`src/rtl/mvu_rdc_reader_pkg.sv`:
```
// Shared types and constants for the MVU result-readout engine.
// Default widths mirror the MVU data-memory port.
package mvu_rdc_reader_pkg;

  localparam int MVU_BDBANKA    = 15;
  localparam int MVU_BDBANKW    = 64;
  localparam int RDC_FIFO_DEPTH = 4;
  localparam int RDC_LEN_W      = 16;

  typedef enum logic [1:0] {
    RDC_IDLE  = 2'd0,
    RDC_REQ   = 2'd1,
    RDC_DRAIN = 2'd2,
    RDC_DONE  = 2'd3
  } rdc_rd_state_t;

endpackage

```
`src/rtl/mvu_rdc_reader_fifo.sv`:
```
// Small synchronous FIFO holding {last, word} results; head is read straight from storage
// registers (no fall-through), occupancy exported for the request credit check.
module mvu_rdc_reader_fifo #(
  parameter  int W     = 65,
  parameter  int DEPTH = 4,
  localparam int AW    = $clog2(DEPTH),
  localparam int CW    = AW + 1
) (
  input  logic          clk,
  input  logic          rst,
  input  logic          push,
  input  logic [W-1:0]  push_data,
  input  logic          pop,
  output logic [W-1:0]  head,
  output logic          valid,
  output logic [CW-1:0] count
);

  logic [W-1:0]  mem_r [DEPTH];
  logic [AW-1:0] wr_ptr_r;
  logic [AW-1:0] rd_ptr_r;
  logic [CW-1:0] count_r;
  logic          full_s;
  logic          push_ok_s;
  logic          pop_ok_s;

  assign full_s    = (count_r == CW'(DEPTH));
  assign pop_ok_s  = pop && (count_r != '0);
  // A full FIFO may still accept a push in the same cycle as a pop.
  assign push_ok_s = push && (!full_s || pop_ok_s);

  // Storage, pointers and occupancy.
  always_ff @(posedge clk or posedge rst) begin
    if (rst) begin
      for (int i = 0; i < DEPTH; i++) begin
        mem_r[i] <= '0;
      end
      wr_ptr_r <= '0;
      rd_ptr_r <= '0;
      count_r  <= '0;
    end else begin
      if (push_ok_s) begin
        mem_r[wr_ptr_r] <= push_data;
        wr_ptr_r        <= wr_ptr_r + AW'(1);
      end
      if (pop_ok_s) begin
        rd_ptr_r <= rd_ptr_r + AW'(1);
      end
      case ({push_ok_s, pop_ok_s})
        2'b10:   count_r <= count_r + CW'(1);
        2'b01:   count_r <= count_r - CW'(1);
        default: count_r <= count_r;
      endcase
    end
  end

  assign head  = mem_r[rd_ptr_r];
  assign valid = (count_r != '0);
  assign count = count_r;

endmodule

```
`src/rtl/mvu_rdc_reader.sv`:
```
// Burst readout engine: issues rdc_en/rdc_addr requests to one MVU data memory,
// captures rdc_word the cycle after each grant and streams it out via a FIFO.
module mvu_rdc_reader
  import mvu_rdc_reader_pkg::*;
#(
  parameter int BDBANKA    = MVU_BDBANKA,
  parameter int BDBANKW    = MVU_BDBANKW,
  parameter int FIFO_DEPTH = RDC_FIFO_DEPTH,
  parameter int LEN_W      = RDC_LEN_W
) (
  input  logic               clk,
  input  logic               rst,
  input  logic               cmd_valid,
  output logic               cmd_ready,
  input  logic [BDBANKA-1:0] cmd_baddr,
  input  logic [LEN_W-1:0]   cmd_len,
  output logic               rdc_en,
  output logic [BDBANKA-1:0] rdc_addr,
  input  logic               rdc_grnt,
  input  logic [BDBANKW-1:0] rdc_word,
  output logic               out_valid,
  input  logic               out_ready,
  output logic [BDBANKW-1:0] out_word,
  output logic               out_last,
  output logic               busy,
  output logic               done
);

  localparam int CW = $clog2(FIFO_DEPTH) + 1;

  rdc_rd_state_t      state_r;
  rdc_rd_state_t      state_nxt_s;
  logic [BDBANKA-1:0] addr_r;
  logic [LEN_W-1:0]   remain_r;
  logic               inflight_r;
  logic               inflight_last_r;
  logic [CW-1:0]      fifo_count_s;
  logic [BDBANKW:0]   fifo_head_s;
  logic               fifo_valid_s;
  logic               credit_ok_s;
  logic               rdc_en_s;
  logic               grant_s;
  logic               last_grant_s;
  logic               accept_s;
  logic               pop_s;

  // Words already buffered plus the one in flight must leave room for another request.
  assign credit_ok_s  = ({1'b0, fifo_count_s} + {{CW{1'b0}}, inflight_r}) < (CW+1)'(FIFO_DEPTH);
  assign rdc_en_s     = (state_r == RDC_REQ) && credit_ok_s;
  assign grant_s      = rdc_en_s && rdc_grnt;
  assign last_grant_s = grant_s && (remain_r == LEN_W'(1));
  assign accept_s     = (state_r == RDC_IDLE) && cmd_valid;
  assign pop_s        = fifo_valid_s && out_ready;

  // State register.
  always_ff @(posedge clk or posedge rst) begin
    if (rst) begin
      state_r <= RDC_IDLE;
    end else begin
      state_r <= state_nxt_s;
    end
  end

  // Next-state decode; DRAIN ends on the cycle the last-tagged word is handed off.
  always_comb begin
    state_nxt_s = state_r;
    case (state_r)
      RDC_IDLE: begin
        if (cmd_valid) begin
          state_nxt_s = (cmd_len == '0) ? RDC_DONE : RDC_REQ;
        end else begin
          state_nxt_s = RDC_IDLE;
        end
      end
      RDC_REQ: begin
        if (last_grant_s) begin
          state_nxt_s = RDC_DRAIN;
        end else begin
          state_nxt_s = RDC_REQ;
        end
      end
      RDC_DRAIN: begin
        if (pop_s && fifo_head_s[BDBANKW]) begin
          state_nxt_s = RDC_DONE;
        end else begin
          state_nxt_s = RDC_DRAIN;
        end
      end
      RDC_DONE: state_nxt_s = RDC_IDLE;
      default:  state_nxt_s = RDC_IDLE;
    endcase
  end

  // Address/length counters and the one-cycle inflight marker for returning data.
  always_ff @(posedge clk or posedge rst) begin
    if (rst) begin
      addr_r          <= '0;
      remain_r        <= '0;
      inflight_r      <= 1'b0;
      inflight_last_r <= 1'b0;
    end else begin
      if (accept_s) begin
        addr_r   <= cmd_baddr;
        remain_r <= cmd_len;
      end else if (grant_s) begin
        addr_r   <= addr_r + BDBANKA'(1);
        remain_r <= remain_r - LEN_W'(1);
      end
      inflight_r      <= grant_s;
      inflight_last_r <= last_grant_s;
    end
  end

  mvu_rdc_reader_fifo #(
    .W     (BDBANKW + 1),
    .DEPTH (FIFO_DEPTH)
  ) u_fifo (
    .clk       (clk),
    .rst       (rst),
    .push      (inflight_r),
    .push_data ({inflight_last_r, rdc_word}),
    .pop       (out_ready),
    .head      (fifo_head_s),
    .valid     (fifo_valid_s),
    .count     (fifo_count_s)
  );

  assign cmd_ready = (state_r == RDC_IDLE);
  assign rdc_en    = rdc_en_s;
  assign rdc_addr  = addr_r;
  assign out_valid = fifo_valid_s;
  assign out_word  = fifo_head_s[BDBANKW-1:0];
  assign out_last  = fifo_head_s[BDBANKW];
  assign busy      = (state_r != RDC_IDLE);
  assign done      = (state_r == RDC_DONE);

endmodule

```
`config.mk`:
```
export PLATFORM = sky130hd
export DESIGN_NAME = mvu_rdc_reader
export DESIGN_NICKNAME = d
export VERILOG_FILES = /design/src/rtl/mvu_rdc_reader_pkg.sv /design/src/rtl/mvu_rdc_reader_fifo.sv /design/src/rtl/mvu_rdc_reader.sv
export SDC_FILE = /design/constraint.sdc
export NUM_CORES = 1
export LEC_CHECK = 0
export ABC_CLOCK_PERIOD_IN_PS = 18500
export BUFFER_PORTS_ARGS = -buffer_cell sky130_fd_sc_hd__buf_2
export CAP_MARGIN = 20
export CORE_ASPECT_RATIO = 0.8
export CORE_MARGIN = 2
export CORE_UTILIZATION = 55
export CTS_BUF_LIST = sky130_fd_sc_hd__clkbuf_8 sky130_fd_sc_hd__clkbuf_16
export CTS_CLUSTER_SIZE = 40
export DETAILED_ROUTE_END_ITERATION = 7
export HOLD_SLACK_MARGIN = 0.08
export PLACE_DENSITY = 0.79
export SLEW_MARGIN = 10
export SYNTH_ARGS = -nofsm -noshare
export SYNTH_HDL_FRONTEND = slang
export SYNTH_SLANG_ARGS = --single-unit
```
`constraint.sdc`:
```
create_clock -name clk -period 18.5 [get_ports clk]
set_input_delay 2.775 -clock clk [delete_from_list [all_inputs] [get_ports clk]]
set_output_delay 2.775 -clock clk [all_outputs]
set_load 0.05 [all_outputs]
```
==> metrics list, run 1 <==
- The number of antenna violations at the first check in global routing is 4.
- For this run, the leading register cell type out of synthesis is dfrtp_1.
- The min-delay analysis places its worst path in the category reg -> reg.
- Area after DPL: 15,600 um2
* Peak-usage layer in the global routing report: met2
- After the flow finishes, the layout carries non-filler instances totaling 1,446.
- Yosys mapped a number of flops with a built-in enable equal to 0.
- Chip width: 187 um
* Setup repair after global routing missed its margin: no
- After clock tree synthesis, the flow added hold-fix buffers numbering 0.
- For this design, the slowest cell found on the critical path is dfrtp_4.
- Dividing the synthesized area by the synthesized cell count gives 16.5 um2.
- Adding up every negative setup slack in the final design gives 0 ns.
- Yosys warns: 0
- At the worst endpoint, the arrival time is 2.85 ns.
* Power Density: 218 nW/um2
- Unique cell type count in the Yosys netlist: 61
- After routing the design area is 16,600 um2.
- Entering global routing, the biggest net connects 78 pins.
- Router iterations before antenna repair: 4
- The detailed router finished its first iteration with 448 violations.
- Timing would allow up to 0.178 GHz.
* Global placement routability congestion: 0.790
- Final Hold Vio Count: 0
- The largest single stage delay on the critical path is 0.79 ns.
- For this run, the total global-route usage over all layers was measured as 21.8%.
- Routed vias/inst: 5.82
- The routed design has 30.4 mm of wire.
- Once placement completed, the tool counted placed cells totaling 1,394.
* Relative slew slack: 24.6%
- The critical path contains buffers and inverters numbering 2 combined.
- Cell breakdown of the critical path: buf_4, mux4_2, buf_2
- Summing all multi-input logic gate instances after layout gives 6530 um2.
- Top-Level Pins: 185
* Root Buffer Master: clkbuf_16
* Average wire per standard cell: 21.1 um
- Storage cell area: 7560 um2
* Final ANT Viol Nets: 0
* Core Rows: 53
- Across the routed clock network, the largest skew measured is 0.00937 ns.
- Flip-flop and latch count after synthesis: 302
- Buffers inserted during clock tree synthesis total 29.
* Share of post-route cells with drive strength above 1: 53.8%
* Via count of the routed design: 8,415
* Gr ovfl total: 0
* Maximum resistive drop on vdd: 171 uV
- Post-synth net total: 1,006
- Buffers added to address setup during post-CTS repair amount to 0.
* Later-pin clock latency in the skew report: 0.54 ns
- For this run, design rule violations remaining after detail routing come to 0.
- Cts repair resizes: 0
* Sink count of the clock tree: 302
- In the global route stage, met2 resource usage came out at 33.5%.
- The floorplan step defined a core boundary enclosing 26,300 um2.
- For this run, asynchronously set or reset flops after synthesis account for 100%.
- Number of pins with negative max-slew slack in the final report: 0
- For the worst setup path, the data required time is 15.73 ns.
* Filler cell count: 1,910
* Critical Path Sink Type: output port
* Clock slew seen by the registers of the worst setup and hold paths: 0.06 ns
* Detailed placer's ending HPWL: 18.9 mm
* Initial core utilization: 56.2%
- Global routing usage on met3: 3.92%
* Maximum fanout along the worst path: 35
- The die covers 28,200 um2.
- Vias in the first global route: 8,956
- Setup violations remaining at the end of the flow were counted as 0.
- From synthesis to final layout, the design area changed by 12.1%.
* Buffers from clock root to sink, at most: 3
* Final critical path time including I/O delays and setup: 5.62 ns
- CTS tree: done
- The flow ran to the end, and the final reports show no timing, DRC or antenna violations.
- Least-Margin Pin Slew: 1.13 ns
* Critical path class: reg -> out
* Number of H-tree levels: 1
* Critical Path Start Type: flop
* Sequential share of the synthesized area: 51.1%
* Leak: 0.00811 uW
* Final cycle utilization of the critical path: 30.4%
* Mapped Area: 14,800 um2
- The tool flagged a number of max-cap violations equal to 0.
- Number of instances in the synthesized netlist: 897
* Met1 track demand over resource: 32.7%
- The tightest hold path in the finished design has a slack of 0.502 ns.
* Port buffer count: 184
- The first global-routing pass estimated 49.2 mm of wire.
* Cell family contributing the most delay on the critical path: buffers and inverters
* Number of nets in the layout: 1,177
- Vertical extent of the die: 151 um
logic make-up (layout without fill, tap and decap cells):
logic type                 Yosys count  after routing  share of synthesized area (%)
adders and majority gates            9              9                          0.812
DFF                                302            302                           51.1
muxes                              328            328                           35.0
buffers and inverters               69            260                           4.80
AOI/OAI and AO/OA                   57             57                           2.88
other                                0              1                              0
and+or+nand+nor                    121            121                           4.78
xor gates and xnor gates            11             11                          0.651
worst reg2reg max path: stages (launching register included):
cell and delay [ns]:
dfrtp_1 0.43, inv_2 0.06, o41a_1 0.62, nand2_4 0.59, buf_4 0.69, mux2_2 0.43
worst paths after layout:
| check | from | endpoint | slack [ns] | depth (start not counted) |
|---|---|---|---|---|
| max | u_fifo.rd_ptr_r[1]$_DFFE_PP0P_ | out_word[21] | 12.88 | 3 |
| min | u_fifo.mem_r[58]$_DFFE_PP0P_ | u_fifo.mem_r[58]$_DFFE_PP0P_ | 0.50 | 1 |
| max reg2reg | u_fifo.count[2]$_DFFE_PP0P_ | u_fifo.mem_r[222]$_DFFE_PP0P_ | 15.56 | 5 |
| min reg2reg | u_fifo.mem_r[58]$_DFFE_PP0P_ | u_fifo.mem_r[58]$_DFFE_PP0P_ | 0.50 | 1 |
| max in group asynchronous | rst | u_fifo.mem_r[242]$_DFFE_PP0P_ | 13.97 | 4 |
| min in group asynchronous | rst | u_fifo.mem_r[193]$_DFFE_PP0P_ | 2.29 | 2 |
synth_stat cells (2+ instances only):
master	count	area [um2]
xnor2_1	5	43.8
buf_2	13	65.1
mux2_4	200	3000
nand4_1	9	56.3
a21oi_1	5	25.0
a221o_1	7	70.1
o221ai_1	2	17.5
nand3_1	15	75.1
or2_2	2	12.5
and2_1	2	12.5
nor3_1	8	40.0
ha_1	8	100
nor4_1	6	37.5
buf_1	3	11.3
nand4b_1	2	17.5
dfrtp_1	302	7560
mux2_2	60	676
nand2_1	26	97.6
o31a_1	2	17.5
mux2i_1	3	30.0
buf_12	24	480
buf_6	4	45.0
a21o_1	3	22.5
a41oi_1	2	17.5
clkbuf_1	7	26.3
o311ai_0	5	43.8
nor3b_1	2	15.0
buf_4	4	30.0
mux4_2	65	1460
o211ai_1	6	45.0
a31oi_1	2	12.5
o21ai_0	11	55.1
xor2_1	6	52.6
or4_1	7	52.6
or3_1	4	25.0
and3_1	6	37.5
inv_1	12	45.0
nor2_1	13	48.8
nand2_4	4	45.0
a22oi_1	6	45.0
nand2b_1	4	25.0
cell type report:
class / instances / share of cell area, %
multi-input cells: 526 / 39.4
well taps: 357 / 2.69
diodes: 1 / 0.0151
clock inverters: 18 / 1.15
repair buffers: 195 / 6.05
inverters: 14 / 0.362
flip-flops and latches: 302 / 45.6
clock buffers: 33 / 4.71
layout by cell type (no fill, tap or decap), types with 6 or more instances in the layout:
cell type  count
or4_1          7
nand2_1       26
dfrtp_1      300
and3_1         6
buf_4         11
nor4_1         6
a221o_1        7
clkinv_2       8
clkbuf_16     29
nand4_1        9
ha_1           8
mux2_4       200
nor2_1        13
nand3_1       15
mux2_2        60
o211ai_1       6
mux4_2        65
nor3_1         8
buf_2        184
o21ai_0       11
a22oi_1        6
xor2_1         6
inv_1         15
state kept, by name, summed over array words and instances (netlist names):
name and cells:
inflight_last_r 1, rdc_addr 15, u_fifo.wr_ptr_r 2, inflight_r 1, u_fifo.rd_ptr_r 2, u_fifo.mem_r 260
remain_r 16, state_r 2, u_fifo.count 3
where the power goes:
part	switching [uW]	internal [uW]	leakage [uW]
sequential	231	983	0.00367
clock	252	356	0.000496
combinational	993	797	0.00394
total	1480	2140	0.00811
per-stage QoR:
step	setup slack, ns	power [uW]	utilization, %
floorplan	7.38	2690	-
global placement	13.29	2960	59.2
detailed placement	13.24	3010	59.3
CTS	12.76	3640	63.0
global route	12.64	3780	63.0
finish	12.88	3610	63.0
per-layer routing:
layer / vias to the layer above / wire length, um
met5: - / 36
met3: 44 / 1480
met2: 209 / 13900
li1: 3708 / -
met1: 4448 / 14600
met4: 6 / 512
(Power assumes the default switching activity.)
==> run 2, diff against run 1 <==
ABC_CLOCK_PERIOD_IN_PS = 5410   (was 18500)
clock period = 5.41 ns   (was 18.5 ns; I/O delays follow)
==> run 2 against run 1 <==
Hold slack lost 0.035 ns. Via count grew 0.50%. Register-to-register slack lost 13 ns. Sequential power grew to 3.5 times the previous value. Global-route usage grew 0.28 points. Worst setup slack lost 11 ns. First-iteration DRC count grew 30%. Clock skew grew 0.0015 ns.
==> metrics list, run 2 (synthesized netlist as in run 1, its figures left out) <==
- Kind of path behind the tightest hold check: in -> async (was reg -> reg)
* RR Startpoint: u_fifo.count[2]$_DFFE_PP0P_ (unchanged)
- Setup repair after global routing missed its margin: no (unchanged).
- Least-Margin Pin Slew: 1.07 ns (was 1.13 ns)
- Maximum clock frequency: 0.276 GHz
* Critical path class: reg -> out (unchanged)
* Router iterations before antenna repair: 5 (was 4)
* Crit path from: u_fifo.rd_ptr_r[0]$_DFFE_PP0P_ (was u_fifo.rd_ptr_r[1]$_DFFE_PP0P_)
- The endpoint arrival time on the critical path was 2.82 ns (was 2.85 ns).
- Reg-to-reg endpoint: u_fifo.mem_r[146]$_DFFE_PP0P_ (was u_fifo.mem_r[222]$_DFFE_PP0P_)
- The clock transition time at the flip-flop clock pins of the worst setup and hold paths came to 0.06 ns (about the same).
- The flip-flop count of the largest register, all copies and words added came to 260 (unchanged).
* Via count of the routed design: 8,457 (was 8,415)
- Final setup TNS: 0 ns (unchanged)
* Maximum resistive drop on vdd: 486 uV (was 171 uV)
* Critical Path Sink Type: output port (unchanged)
* Total power: 12,400 uW (was 3610 uW)
- The number of antenna violations at the first check in global routing is 3 (was 4).
- Final Hold Vio Count: 0 (unchanged)
- The die boundary width came to 187 um (unchanged).
- Final cycle utilization of the critical path: 67.1%
* Most flop-heavy register: u_fifo.mem_r (unchanged)
- The DRC violation total after the first TritonRoute iteration came to 583 (was 448).
- Maximum Capacitance Violations: 0 (unchanged)
* Maximum number of pins on one net before global-route repair: 176 (was 78)
- The area taken by multi-input logic gates was 6530 um2 (unchanged).
- DRC: 0 (unchanged)
* Critical Path Start Type: flop (unchanged)
- Global placement routability congestion: 0.765 (was 0.790)
* Area Growth Syn to Fin: 12.8% (was 12.1%)
- Leak: 0.00816 uW (was 0.00811 uW)
- The via count of the first global-routing pass was 8,927 (was 8,956).
* CTS Hold Buffers Added: 0 (unchanged)
* Finish-stage setup viols: 0 (unchanged)
- Port buffer count: 184 (unchanged)
- Root Buffer Master: clkbuf_16 (unchanged)
* Worst EP required: 4.60 ns (was 15.73 ns)
* Outcome: completed (unchanged)
- The total global routing overflow came to 0 (unchanged).
* Final critical path time including I/O delays and setup: 3.63 ns
- The total clock buffers created by CTS was 31 (was 29).
* Global-route wire length before repair: 49.7 mm (was 49.2 mm)
- Buffers from clock root to sink, at most: 3 (unchanged)
- The die height was 151 um (unchanged).
- Setup Fix Bufs, Post-CTS: 0 (unchanged)
- The routed wire length came to 30.4 mm (about the same).
* Number of pins with negative max-slew slack in the final report: 0 (unchanged)
* Routed vias/inst: 5.82 (about the same)
- Detailed placer's ending HPWL: 18.9 mm (about the same)
- Cts repair resizes: 0 (unchanged)
* Number of cells on the worst reg-to-reg path: 5 (unchanged)
* Maximum fanout along the worst path: 53 (was 35)
* Most frequent cells in the layout: 300 x dfrtp_1, 200 x mux2_4, 184 x buf_2 (unchanged)
* Final ANT Viol Nets: 0 (unchanged)
- Overall routing resource usage: 22.1% (was 21.8%)
- The core box area is 26,300 um2 (unchanged).
* Number of nets in the layout: 1,180 (was 1,177)
- Power Density: 743 nW/um2 (was 218 nW/um2)
- Most common cell after layout, fill and taps aside: dfrtp_1 (unchanged)
- Storage cell area: 7560 um2 (unchanged)
- Die Area: 28,200 um2 (unchanged)
- The final setup skew came to 0.0108 ns (was 0.00937 ns).
- Share of post-route cells with drive strength above 1: 53.8% (about the same)
- CTS tree: done (unchanged)
* Initial core utilization: 56.2% (unchanged)
- The sink count of the clock tree came to 302 (unchanged).
- The routed length per placed instance came to 20.9 um (was 21.1 um).
- Critical path destination: out_word[59] (was out_word[21])
- The number of levels in the clock H-tree was 1 (unchanged).
- Relative slew slack: 28.4% (was 24.6%)
* Core Rows: 53 (unchanged)
- Later-pin clock latency in the skew report: 0.54 ns (about the same)
- Filler cell count: 1,955 (was 1,910)
- The worst-case register-to-register setup slack is 2.52 ns (was 15.56 ns).
- The I/O pin count came to 185 (unchanged).
## run 2: area by class of cell
class	instances	share of cell area (%)
antenna	4	0.0600
clock buffer	39	5.31
clock inverter	16	0.788
inverter	14	0.338
multi-input combinational	526	39.1
sequential	302	45.4
tap	357	2.68
timing repair buffer	196	6.33
## run 2: how the worst min path moves through the flow
stage | depth (start not counted) | slack, ns | start | end
final | 3 | 0.47 | rst | remain_r[11]$_DFFE_PP0P_
after global routing | 3 | 0.47 | cmd_baddr[3] | rdc_addr[3]$_DFFE_PP0P_
after CTS | 3 | 0.46 | cmd_baddr[3] | rdc_addr[3]$_DFFE_PP0P_
after detailed placement | 1 | 0.49 | u_fifo.mem_r[127]$_DFFE_PP0P_ | u_fifo.mem_r[127]$_DFFE_PP0P_
after global placement | 1 | 0.48 | u_fifo.mem_r[115]$_DFFE_PP0P_ | u_fifo.mem_r[115]$_DFFE_PP0P_
after floorplan | 1 | 0.47 | u_fifo.mem_r[115]$_DFFE_PP0P_ | u_fifo.mem_r[115]$_DFFE_PP0P_
## run 2: layer usage
layer,vias up,GRT usage (%),wire length (um)
met3,27,4.15,1670
li1,3718,-,-
met4,0,4.37,333
met2,224,34.2,14000
met1,4488,32.9,14500
met5,-,0,0
## run 2: report_power, final
group | total, uW | internal (uW) | switching, uW
registers | 4190 | 3360 | 825
clock network | 2110 | 1240 | 866
logic | 6100 | 2750 | 3360
total | 12400 | 7350 | 5050
## run 2: worst max-delay path, cell delays in order (launching register included)
cell	delay, ns
dfrtp_4	1.02
buf_4	0.44
mux4_2	0.58
buf_2	0.23
## run 2: stage by stage
stage | hold WS, ns | setup slack, ns | area (um2) | instances | util [%]
after floorplan | 0.474 | 0.583 | 14800 | 897 | -
after global placement | 0.481 | 2.19 | 15600 | 1394 | 59.4
after detailed placement | 0.488 | 2.14 | 15600 | 1394 | 59.4
after CTS | 0.461 | 1.71 | 16600 | 1449 | 63.2
after global routing | 0.469 | 1.63 | 16700 | 1451 | 63.3
final | 0.468 | 1.78 | 16700 | 1454 | 63.4
